<file path="config.mk">
export PLATFORM = sky130hd
export DESIGN_NAME = peri_fifo8_ctrl
export DESIGN_NICKNAME = d
export VERILOG_FILES = /design/src/rtl/peri_fifo8_ctrl.sv
export SDC_FILE = /design/constraint.sdc
export NUM_CORES = 1
export LEC_CHECK = 0
export ABC_AREA = 1
export ABC_CLOCK_PERIOD_IN_PS = 4350
export BUFFER_PORTS_ARGS = -buffer_cell sky130_fd_sc_hd__buf_2
export CAP_MARGIN = 20
export CORE_MARGIN = 1
export CORE_UTILIZATION = 35
export CTS_BUF_LIST = sky130_fd_sc_hd__clkbuf_16
export CTS_CLUSTER_DIAMETER = 60
export DETAILED_ROUTE_END_ITERATION = 10
export GPL_TIMING_DRIVEN = 0
export MAX_ROUTING_LAYER = met4
export PLACE_DENSITY = 0.66
export SYNTH_ARGS = -nofsm -noshare
export SYNTH_HDL_FRONTEND = slang
export SYNTH_SLANG_ARGS = --single-unit
</file>
<file path="constraint.sdc">
create_clock -name AClkH -period 4.35 [get_ports AClkH]
set_input_delay 0.6525 -clock AClkH [delete_from_list [all_inputs] [get_ports AClkH]]
set_output_delay 0.6525 -clock AClkH [all_outputs]
set_load 0.01 [all_outputs]
</file>
<file path="src/rtl/peri_fifo8_ctrl.sv">
// Byte FIFO controller: owns a 1-cycle-latency simple dual-port RAM and presents
// a first-word-fall-through valid/ack pop port with a two-entry output stage.
module peri_fifo8_ctrl #(
  parameter int CAddrBits = 8,
  parameter int CDataBits = 8
) (
  input  logic                   AClkH,
  input  logic                   AResetH,
  input  logic                   AClear,
  input  logic [CDataBits-1:0]   APushData,
  input  logic                   APushEn,
  output logic                   AFull,
  output logic [CDataBits-1:0]   APopData,
  output logic                   APopValid,
  input  logic                   APopAck,
  output logic [CAddrBits+1:0]   ACount,
  output logic                   AEmpty,
  output logic                   AOverflow,
  output logic                   AUnderflow,
  output logic [CAddrBits-1:0]   ARamAddrWr,
  output logic [CDataBits-1:0]   ARamMosi,
  output logic                   ARamWrEn,
  output logic [CAddrBits-1:0]   ARamAddrRd,
  input  logic [CDataBits-1:0]   ARamMiso
);

  localparam logic [CAddrBits:0] CDepth = {1'b1, {CAddrBits{1'b0}}};

  logic [CAddrBits-1:0] wr_ptr_q,  wr_ptr_d;
  logic [CAddrBits-1:0] rd_ptr_q,  rd_ptr_d;
  logic [CAddrBits:0]   ram_cnt_q, ram_cnt_d;
  logic                 rd_pend_q, rd_pend_d;
  logic [CDataBits-1:0] out_q,     out_d;
  logic                 o_vld_q,   o_vld_d;
  logic [CDataBits-1:0] skid_q,    skid_d;
  logic                 s_vld_q,   s_vld_d;
  logic                 ovf_q,     ovf_d;
  logic                 udf_q,     udf_d;

  logic       wr_en;
  logic       pop;
  logic       issue;
  logic [1:0] occ;

  assign AFull      = (ram_cnt_q == CDepth);
  assign wr_en      = APushEn & ~AFull & ~AResetH & ~AClear;
  assign ARamWrEn   = wr_en;
  assign ARamAddrWr = wr_ptr_q;
  assign ARamMosi   = APushData;
  assign ARamAddrRd = rd_ptr_q;

  assign pop   = APopAck & o_vld_q;
  assign occ   = {1'b0, o_vld_q} + {1'b0, s_vld_q} + {1'b0, rd_pend_q} - {1'b0, pop};
  // RamCnt excludes same-cycle writes, so a read never targets the word being written.
  assign issue = (ram_cnt_q != '0) && (occ < 2'd2);

  assign ACount     = (CAddrBits+2)'(ram_cnt_q) + (CAddrBits+2)'(rd_pend_q)
                    + (CAddrBits+2)'(o_vld_q)   + (CAddrBits+2)'(s_vld_q);
  assign AEmpty     = (ACount == '0);
  assign APopValid  = o_vld_q;
  assign APopData   = out_q;
  assign AOverflow  = ovf_q;
  assign AUnderflow = udf_q;

  always_comb begin
    wr_ptr_d  = wr_ptr_q + CAddrBits'(wr_en);
    rd_ptr_d  = rd_ptr_q + CAddrBits'(issue);
    ram_cnt_d = ram_cnt_q + (CAddrBits+1)'(wr_en) - (CAddrBits+1)'(issue);
    rd_pend_d = issue;
    out_d     = out_q;
    o_vld_d   = o_vld_q;
    skid_d    = skid_q;
    s_vld_d   = s_vld_q;
    ovf_d     = ovf_q | (APushEn & AFull);
    udf_d     = udf_q | (APopAck & ~o_vld_q);

    // Age order: OutReg, then SkidReg, then the word landing from the RAM.
    if (pop) begin
      if (s_vld_q) begin
        out_d   = skid_q;
        s_vld_d = rd_pend_q;
        if (rd_pend_q) skid_d = ARamMiso;
      end else begin
        o_vld_d = rd_pend_q;
        if (rd_pend_q) out_d = ARamMiso;
      end
    end else if (rd_pend_q) begin
      if (!o_vld_q) begin
        out_d   = ARamMiso;
        o_vld_d = 1'b1;
      end else begin
        skid_d  = ARamMiso;
        s_vld_d = 1'b1;
      end
    end
  end

  always_ff @(posedge AClkH) begin
    if (AResetH || AClear) begin
      wr_ptr_q  <= '0;
      rd_ptr_q  <= '0;
      ram_cnt_q <= '0;
      rd_pend_q <= 1'b0;
      out_q     <= '0;
      o_vld_q   <= 1'b0;
      skid_q    <= '0;
      s_vld_q   <= 1'b0;
      ovf_q     <= 1'b0;
      udf_q     <= 1'b0;
    end else begin
      wr_ptr_q  <= wr_ptr_d;
      rd_ptr_q  <= rd_ptr_d;
      ram_cnt_q <= ram_cnt_d;
      rd_pend_q <= rd_pend_d;
      out_q     <= out_d;
      o_vld_q   <= o_vld_d;
      skid_q    <= skid_d;
      s_vld_q   <= s_vld_d;
      ovf_q     <= ovf_d;
      udf_q     <= udf_d;
    end
  end

endmodule

</file>
# Yosys cells after proc, flatten, opt, wreduce, memory -nomap -nowiden
# Cells that the tools add are included.
[op_classes] magnitude_cmp=1 n_mux=16 addsub=10 n_eq_ne=5 bitwise_logic=12 reduce_logical=11
[op_table] operator="$mux 8" count=9
[op_table] operator="$add 10x1->10" count=2
[op_table] operator="$add 8x1->8" count=2
[op_table] operator="$add 9x1->10" count=1
[op_table] operator="$logic_not 10->1" count=1
[op_table] operator="$add 9x1->9" count=1
[op_table] operator="$eq 9x9->1 const B" count=1
[op_table] operator="$reduce_bool 9->1" count=1
[op_table] operator="$sub 9x1->9" count=1
[op_table] operator="$mux 1" count=7
[op_table] operator="$and 1x1->1" count=6
[op_table] operator="$ne 2x2->1 const B" count=3
[op_table] operator="$reduce_bool 2->1" count=3
[op_table] operator="$not 1->1" count=4
[op_table] operator="$reduce_and 2->1" count=2
[op_table] operator="$reduce_and 4->1" count=1
[op_table] operator="$reduce_and 3->1" count=1
[op_table] operator="$add 1x1->2" count=1
[op_table] operator="$add 2x1->2" count=1
[op_table] operator="$lt 2x2->1 const B" count=1
[op_table] operator="$ne 2x1->1 const B" count=1
[op_table] operator="$or 1x1->1" count=2
[op_table] operator="$sub 2x1->2" count=1
[op_table] operator="$logic_and 1x1->1" count=1
[op_table] operator="$logic_or 1x1->1" count=1
[totals] output_inout_bits=48 inputBits=21 elab_cells=65 regBits=46

# Longest topological paths before layout
# Gate-level depths: netlist of the first run.
[depth] word_depth=7 depth_mapped=20 mapped_depth_nobuf=19

# Worst setup path after synthesis of the first run
# OpenSTA, ideal clock, no wires.
[synth_path] path_type="input-to-reg" start="input APopAck" end="register ram_cnt_q[8]" slack_ps=1172 cell_stages=17 arrival_time_ps=3063 path_cell_list="nand2_2 ha_1 ha_1 a21oi_1 xor2_1 nor2_1 ha_1 inv_1 ha_1 inv_1 fa_1 inv_1 nand3_1 nand2_1 nand3b_1 a21oi_1 nor2_1"
[synth_between] elab_chain_len=5
[synth_rtl] item="start: declaration" line="15" source="input logic APopAck,"
[synth_rtl] item="$and 1x1->1" line="52" source="assign pop = APopAck & o_vld_q;"
[synth_rtl] item="$sub 2x1->2" line="53" source="assign occ = {1'b0, o_vld_q} + {1'b0, s_vld_q} + {1'b0, rd_pend_q} - {1'b0, pop};"
[synth_rtl] item="$lt 2x2->1" line="55" source="assign issue = (ram_cnt_q != '0) && (occ < 2'd2);"
[synth_rtl] item="$logic_and 1x1->1" line="55"
[synth_rtl] item="named net issue" line="42" source="logic issue;"
[synth_rtl] item="$sub 9x1->9" line="68" source="ram_cnt_d = ram_cnt_q + (CAddrBits+1)'(wr_en) - (CAddrBits+1)'(issue);"
[synth_rtl] item="end signal: assignment" line="113" source="ram_cnt_q <= ram_cnt_d;"
[synth_rtl] item="end: declaration" line="31" source="logic [CAddrBits:0] ram_cnt_q, ram_cnt_d;"
# The timed path passes the listed nets, and every way through them passes these cells.
# A chain may end at the register's enable or synchronous reset.

# Worst setup path after layout of the first run
[layout_path] start="register o_vld_q, in the netlist APopValid" end="register ram_cnt_q[6]"
[layout_between] elab_chain_len=6 elab_cells_between_ends=7
[layout_rtl] item="start: declaration" line="34" source="logic o_vld_q, o_vld_d;"
[layout_rtl] item="start signal: assignment" line="116" source="o_vld_q <= o_vld_d;"
[layout_rtl] item="$add 1x1->2" line="53"
[layout_rtl] item="$add 2x1->2" line="53"
[layout_rtl] item="$sub 2x1->2 *" line="53"
[layout_rtl] item="$lt 2x2->1 *" line="55"
[layout_rtl] item="$logic_and 1x1->1 *" line="55"
[layout_rtl] item="named net issue" line="42"
[layout_rtl] item="$sub 9x1->9 *" line="68"
# Mark *: on every way through the listed nets, which the timed path passes. The rest lies on a longest branch.

==> results of run 1 <==
==> synthesized netlist by cell type <==
cell	instances	area, µm²
o21bai_1	1	7.510
buf_2	2	10.01
fa_1	3	60.06
nand4_1	3	18.77
nor3_1	6	30.03
dfxtp_1	46	920.9
xor2_1	1	8.760
inv_6	1	8.760
nor2_2	1	6.260
inv_1	66	247.7
ha_1	27	337.8
o21ai_0	22	110.1
buf_4	10	75.07
nor2_1	48	180.2
o21ai_4	1	16.27
inv_2	1	3.750
clkbuf_1	2	7.510
o211ai_1	1	7.510
a21oi_1	38	190.2
buf_6	1	11.26
nand3b_1	1	7.510
nand3_1	29	145.1
nand2_2	2	12.51
a21oi_2	2	17.52
o21ai_2	1	8.760
nand2_1	67	251.5
o21ai_1	2	10.01
==> path summary, 6_finish.rpt <==
path	startpoint	endpoint	slack, ns	depth (start not counted)
max reg2reg	APopValid	ram_cnt_q[6]	1.02	19
max	APopValid	ram_cnt_q[6]	1.02	19
min reg2reg	AOverflow	AOverflow	0.46	2
min	AOverflow	AOverflow	0.46	2
==> worst max-delay path: cells and delay by family (launching register included) <==
family                   cells  cell delay (ns)
AO/OA/AOI/OAI                1             0.18
flip-flops                   1             0.51
adder cells (fa/ha/maj)      5             1.34
buffers and inverters        3             0.21
XOR/XNOR                     1             0.21
AND/OR/NAND/NOR              9             0.79
==> cells by family after synthesis <==
family	after synthesis
buffers and inverters	83
flip-flops	46
adder cells (fa/ha/maj)	30
XOR/XNOR	1
AO/OA/AOI/OAI	68
AND/OR/NAND/NOR	157
==> layout make-up <==
cell class,count,area share (%)
Buffer,15,3.145
Clock buffer,5,3.789
Clock inverter,3,1.250
Inverter,68,7.882
Multi-Input combinational cell,256,43.20
Sequential cell,46,27.89
Tap cell,99,3.751
Timing Repair Buffer,60,9.094
==> metal layers <==
| metal | wire (µm) | share of wire, % |
|---|---|---|
| met5 | 0 | 0 |
| met4 | 76 | 1.3 |
| met3 | 321 | 5.3 |
| met2 | 2659 | 44 |
| met1 | 2964 | 49 |
==> where the power goes <==
| group | leakage [nW] | switching (mW) | total [mW] | internal, mW |
|---|---|---|---|---|
| clock | 0.0812 | 0.163 | 0.432 | 0.269 |
| sequential | 0.373 | 0.0576 | 0.524 | 0.466 |
| combinational | 1.23 | 0.434 | 0.706 | 0.272 |
| total | 1.69 | 0.655 | 1.66 | 1.01 |
==> state kept, by name (all words and copies together) (netlist names) <==
register and cells:
AOverflow 1, APopData 8, rd_pend_q 1, ram_cnt_q 9, APopValid 1, AUnderflow 1
ARamAddrRd 8, ARamAddrWr 8, skid_q 8, s_vld_q 1
==> stage by stage <==
| step | instances | cell area (µm²) | hold slack [ns] |
|---|---|---|---|
| 3_3_place_gp | 544 | 3136 | 0.4379 |
| 3_5_place_dp | 544 | 3136 | 0.4487 |
| 4_1_cts | 552 | 3302 | 0.4600 |
| 6_report | 552 | 3302 | 0.4565 |
| 2_1_floorplan | 385 | 2711 | 0.4539 |
| 5_1_grt | 552 | 3302 | 0.4987 |
==> reports/metrics.yaml, run 1 <==
drc_errors: 0
num_antenna_cells: 0
path_class: "register to register"
io_pins: 69
die_w_um: 90.02
worst_clock_skew_ns: 0.003446
required_ns: 4.53
hpwl_um: 4605
syn_area_um2: 2711
synth_cells: 385
seqCellArea_um2: 920.9
portBuffers: 60
layout_common_cells: "inv_1 (67), nand2_1 (67), buf_2 (62), nor2_1 (48), dfxtp_1 (46)"
wl_per_cell_um: 10.91
clock_latency_ns: 0.29
grt_use_met1_pct: 20.49
synth_top_family_by_area: "simple AND/OR/NAND/NOR gates"
maxCapViolations: 0
syn_area_per_cell_um2: 7.042
routabilityCongestion: 0.8665
cts_buffers: 5
multi_input_area_um2: 1426
mappedNetlistNets: 436
grt_pass1_vias: 2244
hold_violations: 0
cts_resized: 0
end_kind: "register"
rows: 31
met3_usage_pct: 2.453
clkTransAtPathRegs_ns: 0.06
post-route-util_pct: 44.80
firstDrtPassIters: 4
synth_mux_area_share_pct: 0
grt_max_degree: 15
synth.distinct_cells: 27
vias: 2526
finalCritPeriodShare_pct: 76.59
path_cells: "nand2_2 -> ha_1 -> ha_1 -> a21oi_1 -> xor2_1 -> nor2_1 -> ha_1 -> inv_1 -> ha_1 -> inv_1 -> fa_1 -> inv_1 -> nand3_1 -> nand2_1 -> nand3_1 -> nand2_1 -> nand2_1 -> nand2_1 -> nor2_1"
cts_max_level: 2
vdd_drop_max_uv: 253.9
groute.usage.overall_pct: 15.61
grtUsageMet2_pct: 24.62
yosysWarnings: 0
die_height_um: 90.02
ant_nets: 0
synthAdderAreaFrac_pct: 14.67
p_leak_nw: 1.689
tritoncts: "built"
ys_seq_area_share_pct: 33.96
synth-simple-area-share_pct: 24.04
startpoint_type: "register"
min_period_ns: 3.331
syn2layout_area_growth_pct: 21.78
power.density_nw_per_um2: 503.5
critPathMaxFanout: 8
drive_above_1_share_pct: 19.65
worstPathArrival_ns: 3.52
routed_wirelength_um: 6021
die-area_um2: 8103
nNetsFinal: 503
finalSetupViolCount: 0
grt_busiest_layer: "met2"
synth_compound_area_share_pct: 13.57
cts_sinks: 46
slew_headroom_pct: 67.03
grt_pass1_wl_um: 10140
outcome: "finished clean"
fin_tns_setup_ns: 0
viasPerCell: 4.576
synthXorXnorAreaFrac_pct: 0.3230
root_buffer: "clkbuf_16"
slowest_stage: "dfxtp_1"
hp-class: "register to register"
drt-initial-drc-count: 144
rsz0062_at_grt: "false"
post_cts_buffers: 0
ys_seq_elements: 46
antenna_found_initial: 0
slew_viol_final: 0
cts_hold_buffers: 0
grt-ovfl-total: 0
dp_slack_ns: 0.8216
clk_path_buf_depth: 2
coreArea_um2: 7370
max_freq_mhz: 300.2
cpPeakStageDelay_ns: 0.51
finalPower_mw: 1.662
initial_core_util_pct: 36.79
fill_cells: 770
setup_ws_ns: 1.019
worst_pin_slew_ns: 0.4945
(Power assumes the default switching activity.)
==> run 2, diff against run 1 <==
ABC_CLOCK_PERIOD_IN_PS = 2700   (was 4350)
PLACE_DENSITY = 0.68   (was 0.66)
clock period = 2.7 ns   (was 4.35 ns; I/O delays follow)
==> run 2 against run 1 <==
The run now ends with setup timing left; final cell count up 2.2%; maximum frequency up 14%; die area unchanged; largest cell class unchanged; largest power group unchanged; highest routed layer unchanged.
==> reports/metrics.yaml, run 2 (same netlist as run 1, synthesis figures left out) <==
die_height_um: 90.02  # unchanged
rows: 31  # unchanged
path_cells: "inv_2 -> ha_4 -> ha_4 -> a21oi_2 -> xor2_1 -> nor2_1 -> ha_1 -> inv_1 -> ha_2 -> inv_2 -> fa_2 -> inv_2 -> nand3_2 -> nand2_4 -> nand3b_1 -> a21oi_1 -> nor2_1"
die_w_um: 90.02  # unchanged
viasPerCell: 4.691  # +2.5%
drc_errors: 0  # unchanged
worst_clock_skew_ns: 0.004960  # +0.001514 ns
hold_violations: 0  # unchanged
slowest_stage: "dfxtp_4"
fin_tns_setup_ns: -0.7123  # -0.7123 ns
root_buffer: "clkbuf_16"
finalCritPeriodShare_pct: 108.1  # +31 points
final_area_um2: 3525  # +6.7%
coreArea_um2: 7370  # unchanged
end_kind: "register"
min_period_ns: 2.918  # -0.4132 ns
grt_pass1_wl_um: 10710  # +5.6%
vdd_drop_max_uv: 515.0  # +100%
finalPower_mw: 2.881  # +73%
hp-class: "primary input to register"
max_freq_mhz: 342.7  # +14%
firstDrtPassIters: 5  # +1
initial_core_util_pct: 36.79  # unchanged
slew_headroom_pct: 65.81  # -1.2 points
cts_max_level: 2  # unchanged
startpoint_type: "register"
vias: 2646  # +4.8%
clkTransAtPathRegs_ns: 0.06  # about the same
clk_path_buf_depth: 2  # unchanged
nNetsFinal: 515  # +2.4%
routed_wirelength_um: 6366  # +5.7%
setup_ws_ns: -0.2183  # -1.237 ns
cts_buffers: 5  # unchanged
path_buf_inv: 4  # +1
maxCapViolations: 0  # unchanged
clock_latency_ns: 0.29  # about the same
dpl_cell_area_um2: 3187  # +1.6%
finalSetupViolCount: 4  # +4
drt-initial-drc-count: 94  # -35%
slew_viol_final: 0  # unchanged
violations: "setup timing"
die-area_um2: 8103  # unchanged
cpMostUsedCell: "inv_2"
worst_pin_slew_ns: 0.5129  # +0.01835 ns
cts_sinks: 46  # unchanged
largest_reg_flops: 9  # unchanged
grt_pass1_vias: 2507  # +12%
regMostFlops: "ram_cnt_q"
required_ns: 2.88  # -1.65 ns
ant_nets: 0  # unchanged
tritoncts: "built"
groute.usage.overall_pct: 16.56  # +0.95 points
hpwl_um: 4715  # +2.4%
wl_per_cell_um: 11.29  # +3.5%
critPathMaxFanout: 5  # -3
final_common_cell: "nand2_1"
io_pins: 69  # unchanged
routabilityCongestion: 0.8163  # -5.8%
timing.hold.ws_ns: 0.3529  # -0.1036 ns
antenna_found_initial: 0  # unchanged
dp_cells: 544  # unchanged
path_delay_family: "adder cells"
path_class: "register to register"
rsz0062_at_grt: "true"
cpPeakStageDelay_ns: 0.37  # -0.14 ns
p_leak_nw: 1.773  # +4.9%
worstPathArrival_ns: 3.10  # -0.42 ns
syn2layout_area_growth_pct: 30.00
finalNonFillerCells: 564  # +2.2%
layout_common_cells: "nand2_1 (63), buf_2 (62), inv_1 (60), nor2_1 (46), dfxtp_1 (42)"
grt-ovfl-total: 0  # unchanged
grt_max_degree: 16  # +1
portBuffers: 60  # unchanged
drive_above_1_share_pct: 28.60  # +9.0 points
power.density_nw_per_um2: 817.4  # +62%
num_antenna_cells: 0  # unchanged
cts_hold_buffers: 0  # unchanged
outcome: "finished, violations left"
==> run 2: worst paths after layout <==
path / end / startpoint / cells after the start / slack [ns]
setup / recovery: ram_cnt_q[8] / rd_pend_q / 17 / -0.22
hold / removal: AOverflow / APushEn / 3 / 0.35
setup reg to reg: ram_cnt_q[8] / rd_pend_q / 17 / -0.22
hold reg to reg: AOverflow / AOverflow / 2 / 0.45
==> run 2: per-stage QoR <==
step | setup slack (ns) | util [%]
6_report | -0.2183 | 47.83
5_1_grt | -0.4057 | 47.83
4_1_cts | -0.2358 | 47.10
3_5_place_dp | -0.4073 | 43.24
3_3_place_gp | -0.3802 | 43.24
2_1_floorplan | -0.08492 | -
==> run 2: worst register-to-register path, cell delays in order, from the launching register on <==
cell and delay (ns):
dfxtp_4 0.37, inv_2 0.07, ha_4 0.28, ha_4 0.19, a21oi_2 0.13, xor2_1 0.20
nor2_1 0.09, ha_1 0.28, inv_1 0.06, ha_2 0.19, inv_2 0.04, fa_2 0.33
inv_2 0.08, nand3_2 0.10, nand2_4 0.10, nand3b_1 0.11, a21oi_1 0.14, nor2_1 0.06
==> run 2: layer usage <==
metal	wire, µm	GRT usage [%]
met3	279	3.638
met2	3064	28.82
met1	2917	18.96
met4	105	4.973
met5	0	-
==> run 2: cell type report <==
| cell class | instances | area (µm²) |
|---|---|---|
| well taps | 99 | 123.9 |
| clock buffers | 5 | 125.1 |
| multi-input cells | 256 | 1563 |
| repair buffers | 72 | 390.4 |
| clock inverters | 3 | 21.27 |
| inverters | 68 | 260.3 |
| plain buffers | 15 | 107.6 |
| fillers | 759 | 3845 |
| flip-flops and latches | 46 | 933.4 |
==> run 2: what timing repair did <==
item	CTS	global route
setup buffers	12	3
gates resized for setup	20	12
endpoints found under the setup margin	8	16
pin swaps	13	11
endpoints found under the hold margin	0	0
==> run 2: where the power goes <==
| group | leakage, nW | internal, mW | switching (mW) |
|---|---|---|---|
| clock | 0.0698 | 0.343 | 0.263 |
| sequential | 0.376 | 0.755 | 0.0964 |
| combinational | 1.33 | 0.598 | 0.826 |
| total | 1.77 | 1.70 | 1.19 |
==> run 3, diff against run 2 <==
==> constraint.sdc (replaced) <==
create_clock -name AClkH -period 2.7 [get_ports AClkH]
set_input_delay 0.135 -clock AClkH [delete_from_list [all_inputs] [get_ports AClkH]]
set_output_delay 0.135 -clock AClkH [all_outputs]
set_load 0.01 [all_outputs]
==> run 3 against run 2 <==
The flow still finishes with violations (setup timing); die area unchanged; highest routed layer unchanged; flip-flop and latch count unchanged; count of clock-buffer cells in the layout unchanged; via count decreased by 1.1%.
==> reports/metrics.yaml, run 3 (same netlist as run 1, synthesis figures left out) <==
finalCritPeriodShare_pct: 106.4  # -1.7 points
rsz0062_at_grt: "true"
cts_buffers: 5  # unchanged
violations: "setup timing"
startpoint_type: "register"
p_clk_share_pct: 21.4  # +0.4 points
grt-ovfl-total: 0  # unchanged
combPwrFrac_pct: 48.5  # -0.9 points
critPathMaxFanout: 4  # -1
nNetsFinal: 512  # -0.58%
fin_tns_setup_ns: -0.4691  # +0.2432 ns
initial_core_util_pct: 36.79  # unchanged
hold_violations: 0  # unchanged
maxCapViolations: 0  # unchanged
rows: 31  # unchanged
swShare_pct: 41.13  # about the same
portBuffers: 60  # unchanged
path_class: "register to register"
die_w_um: 90.02  # unchanged
vdd_drop_max_uv: 473.7  # -8.0%
hpwl_um: 4715  # unchanged
p_leak_nw: 1.758  # -0.84%
num_antenna_cells: 0  # unchanged
final_area_um2: 3493  # -0.89%
groute.usage.overall_pct: 16.37  # -0.18 points
tritoncts: "built"
ant_nets: 0  # unchanged
routabilityCongestion: 0.8163  # unchanged
regMostFlops: "ram_cnt_q"
grt_max_degree: 16  # unchanged
clkTransAtPathRegs_ns: 0.07  # about the same
r2r_setup_slack_ns: -0.17  # +0.05 ns
worst_pin_slew_ns: 0.4952  # -0.01765 ns
layout_common_cells: "nand2_1 (64), buf_2 (62), inv_1 (61), nor2_1 (46), dfxtp_1 (44)"
p_int_mw: 1.662  # -2.0%
seqCellArea_um2: 928.4  # -0.54%
routed_wirelength_um: 6392  # +0.41%
syn2layout_area_growth_pct: 28.84
sequentialPowerShare_pct: 30.0  # +0.5 points
drc_errors: 0  # unchanged
cts_max_level: 2  # unchanged
grt_pass1_vias: 2451  # -2.2%
dpl_cell_area_um2: 3187  # unchanged
root_buffer: "clkbuf_16"
worst_clock_skew_ns: 0.004937  # -0.00002356 ns
dp_slack_ns: -0.2971  # +0.1102 ns
firstDrtPassIters: 5  # unchanged
wl_per_cell_um: 11.39  # +0.95%
clk_path_buf_depth: 2  # unchanged
outcome: "finished, violations left"
max_freq_mhz: 348.2  # +1.6%
drt-initial-drc-count: 104  # +11%
drive_above_1_share_pct: 26.84  # -1.8 points
io_pins: 69  # unchanged
vias: 2618  # -1.1%
die_height_um: 90.02  # unchanged
die-area_um2: 8103  # unchanged
grt_pass1_wl_um: 10550  # -1.5%
p_switching_mw: 1.161  # -2.1%
dp_cells: 544  # unchanged
post-route-util_pct: 47.40  # -0.42 points
setup_ws_ns: -0.1718  # +0.04647 ns
final_common_cell: "nand2_1"
cts_sinks: 46  # unchanged
coreArea_um2: 7370  # unchanged
slew_headroom_pct: 66.98  # +1.2 points
finalPower_mw: 2.823  # -2.0%
hp-class: "primary input to register"
finalSetupViolCount: 4  # unchanged
cts_hold_buffers: 0  # unchanged
fill_cells: 765  # +0.79%
slew_viol_final: 0  # unchanged
worstPathArrival_ns: 3.05  # -0.05 ns
viasPerCell: 4.667  # -0.53%
timing.hold.ws_ns: 0.08783  # -0.2650 ns
finalNonFillerCells: 561  # -0.53%
multi_input_area_um2: 1556  # -0.40%
power.density_nw_per_um2: 808.1  # -1.1%
required_ns: 2.88  # about the same
clock_latency_ns: 0.29  # about the same
antenna_found_initial: 0  # unchanged
min_period_ns: 2.872  # -0.04646 ns
end_kind: "register"
largest_reg_flops: 9  # unchanged
-- run 3: repair_timing --
| action | in CTS | in global routing |
|---|---|---|
| setup buffers | 9 | 3 |
| gates resized for setup | 12 | 13 |
| gates cloned | 0 | 0 |
| endpoints found under the setup margin | 4 | 11 |
| pin swaps | 10 | 6 |
-- run 3: path summary, 6_finish.rpt --
path,startpoint,endpoint,cells past startpoint
setup / recovery,APopValid,ram_cnt_q[8],17
hold / removal,APushEn,AOverflow,3
setup reg to reg,APopValid,ram_cnt_q[8],17
hold reg to reg,AOverflow,AOverflow,2
-- run 3: layer usage --
metal | part of all wire, % | track usage [%] | up-vias
li1 | - | - | 1361
met1 | 45 | 18.59 | 1183
met2 | 49 | 28.88 | 70
met3 | 5.7 | 3.638 | 4
met4 | 0.64 | 4.435 | 0
met5 | 0 | - | -
-- run 3: final cells by class --
type	instances	area share (%)
buffer	15	3.080
tap	99	3.546
clock buffer	5	3.582
inverter	68	7.521
clock inverter	3	0.6089
sequential	46	26.58
timing repair buffer	69	10.53
multi-input combinational	256	44.56
-- run 3: power groups by stage --
stage / Combinational (mW) / Clock (mW) / Sequential, mW
floorplan: 0.902 / 0 / 0.845
global placement: 1.18 / 0 / 0.860
detailed placement: 1.21 / 0 / 0.862
CTS: 1.34 / 0.632 / 0.843
global route: 1.58 / 0.658 / 0.857
finish: 1.37 / 0.605 / 0.848
-- run 3: critical path: stages (launching register included) --
cell and delay (ns):
dfxtp_4 0.36, nand2_4 0.05, ha_4 0.27, ha_4 0.19, a21oi_2 0.13, xor2_1 0.19
nor2_1 0.09, ha_1 0.28, inv_1 0.06, ha_2 0.18, inv_2 0.04, fa_2 0.32
inv_2 0.08, nand3_2 0.10, nand2_4 0.09, nand3b_1 0.10, a21oi_1 0.14, nor2_1 0.06
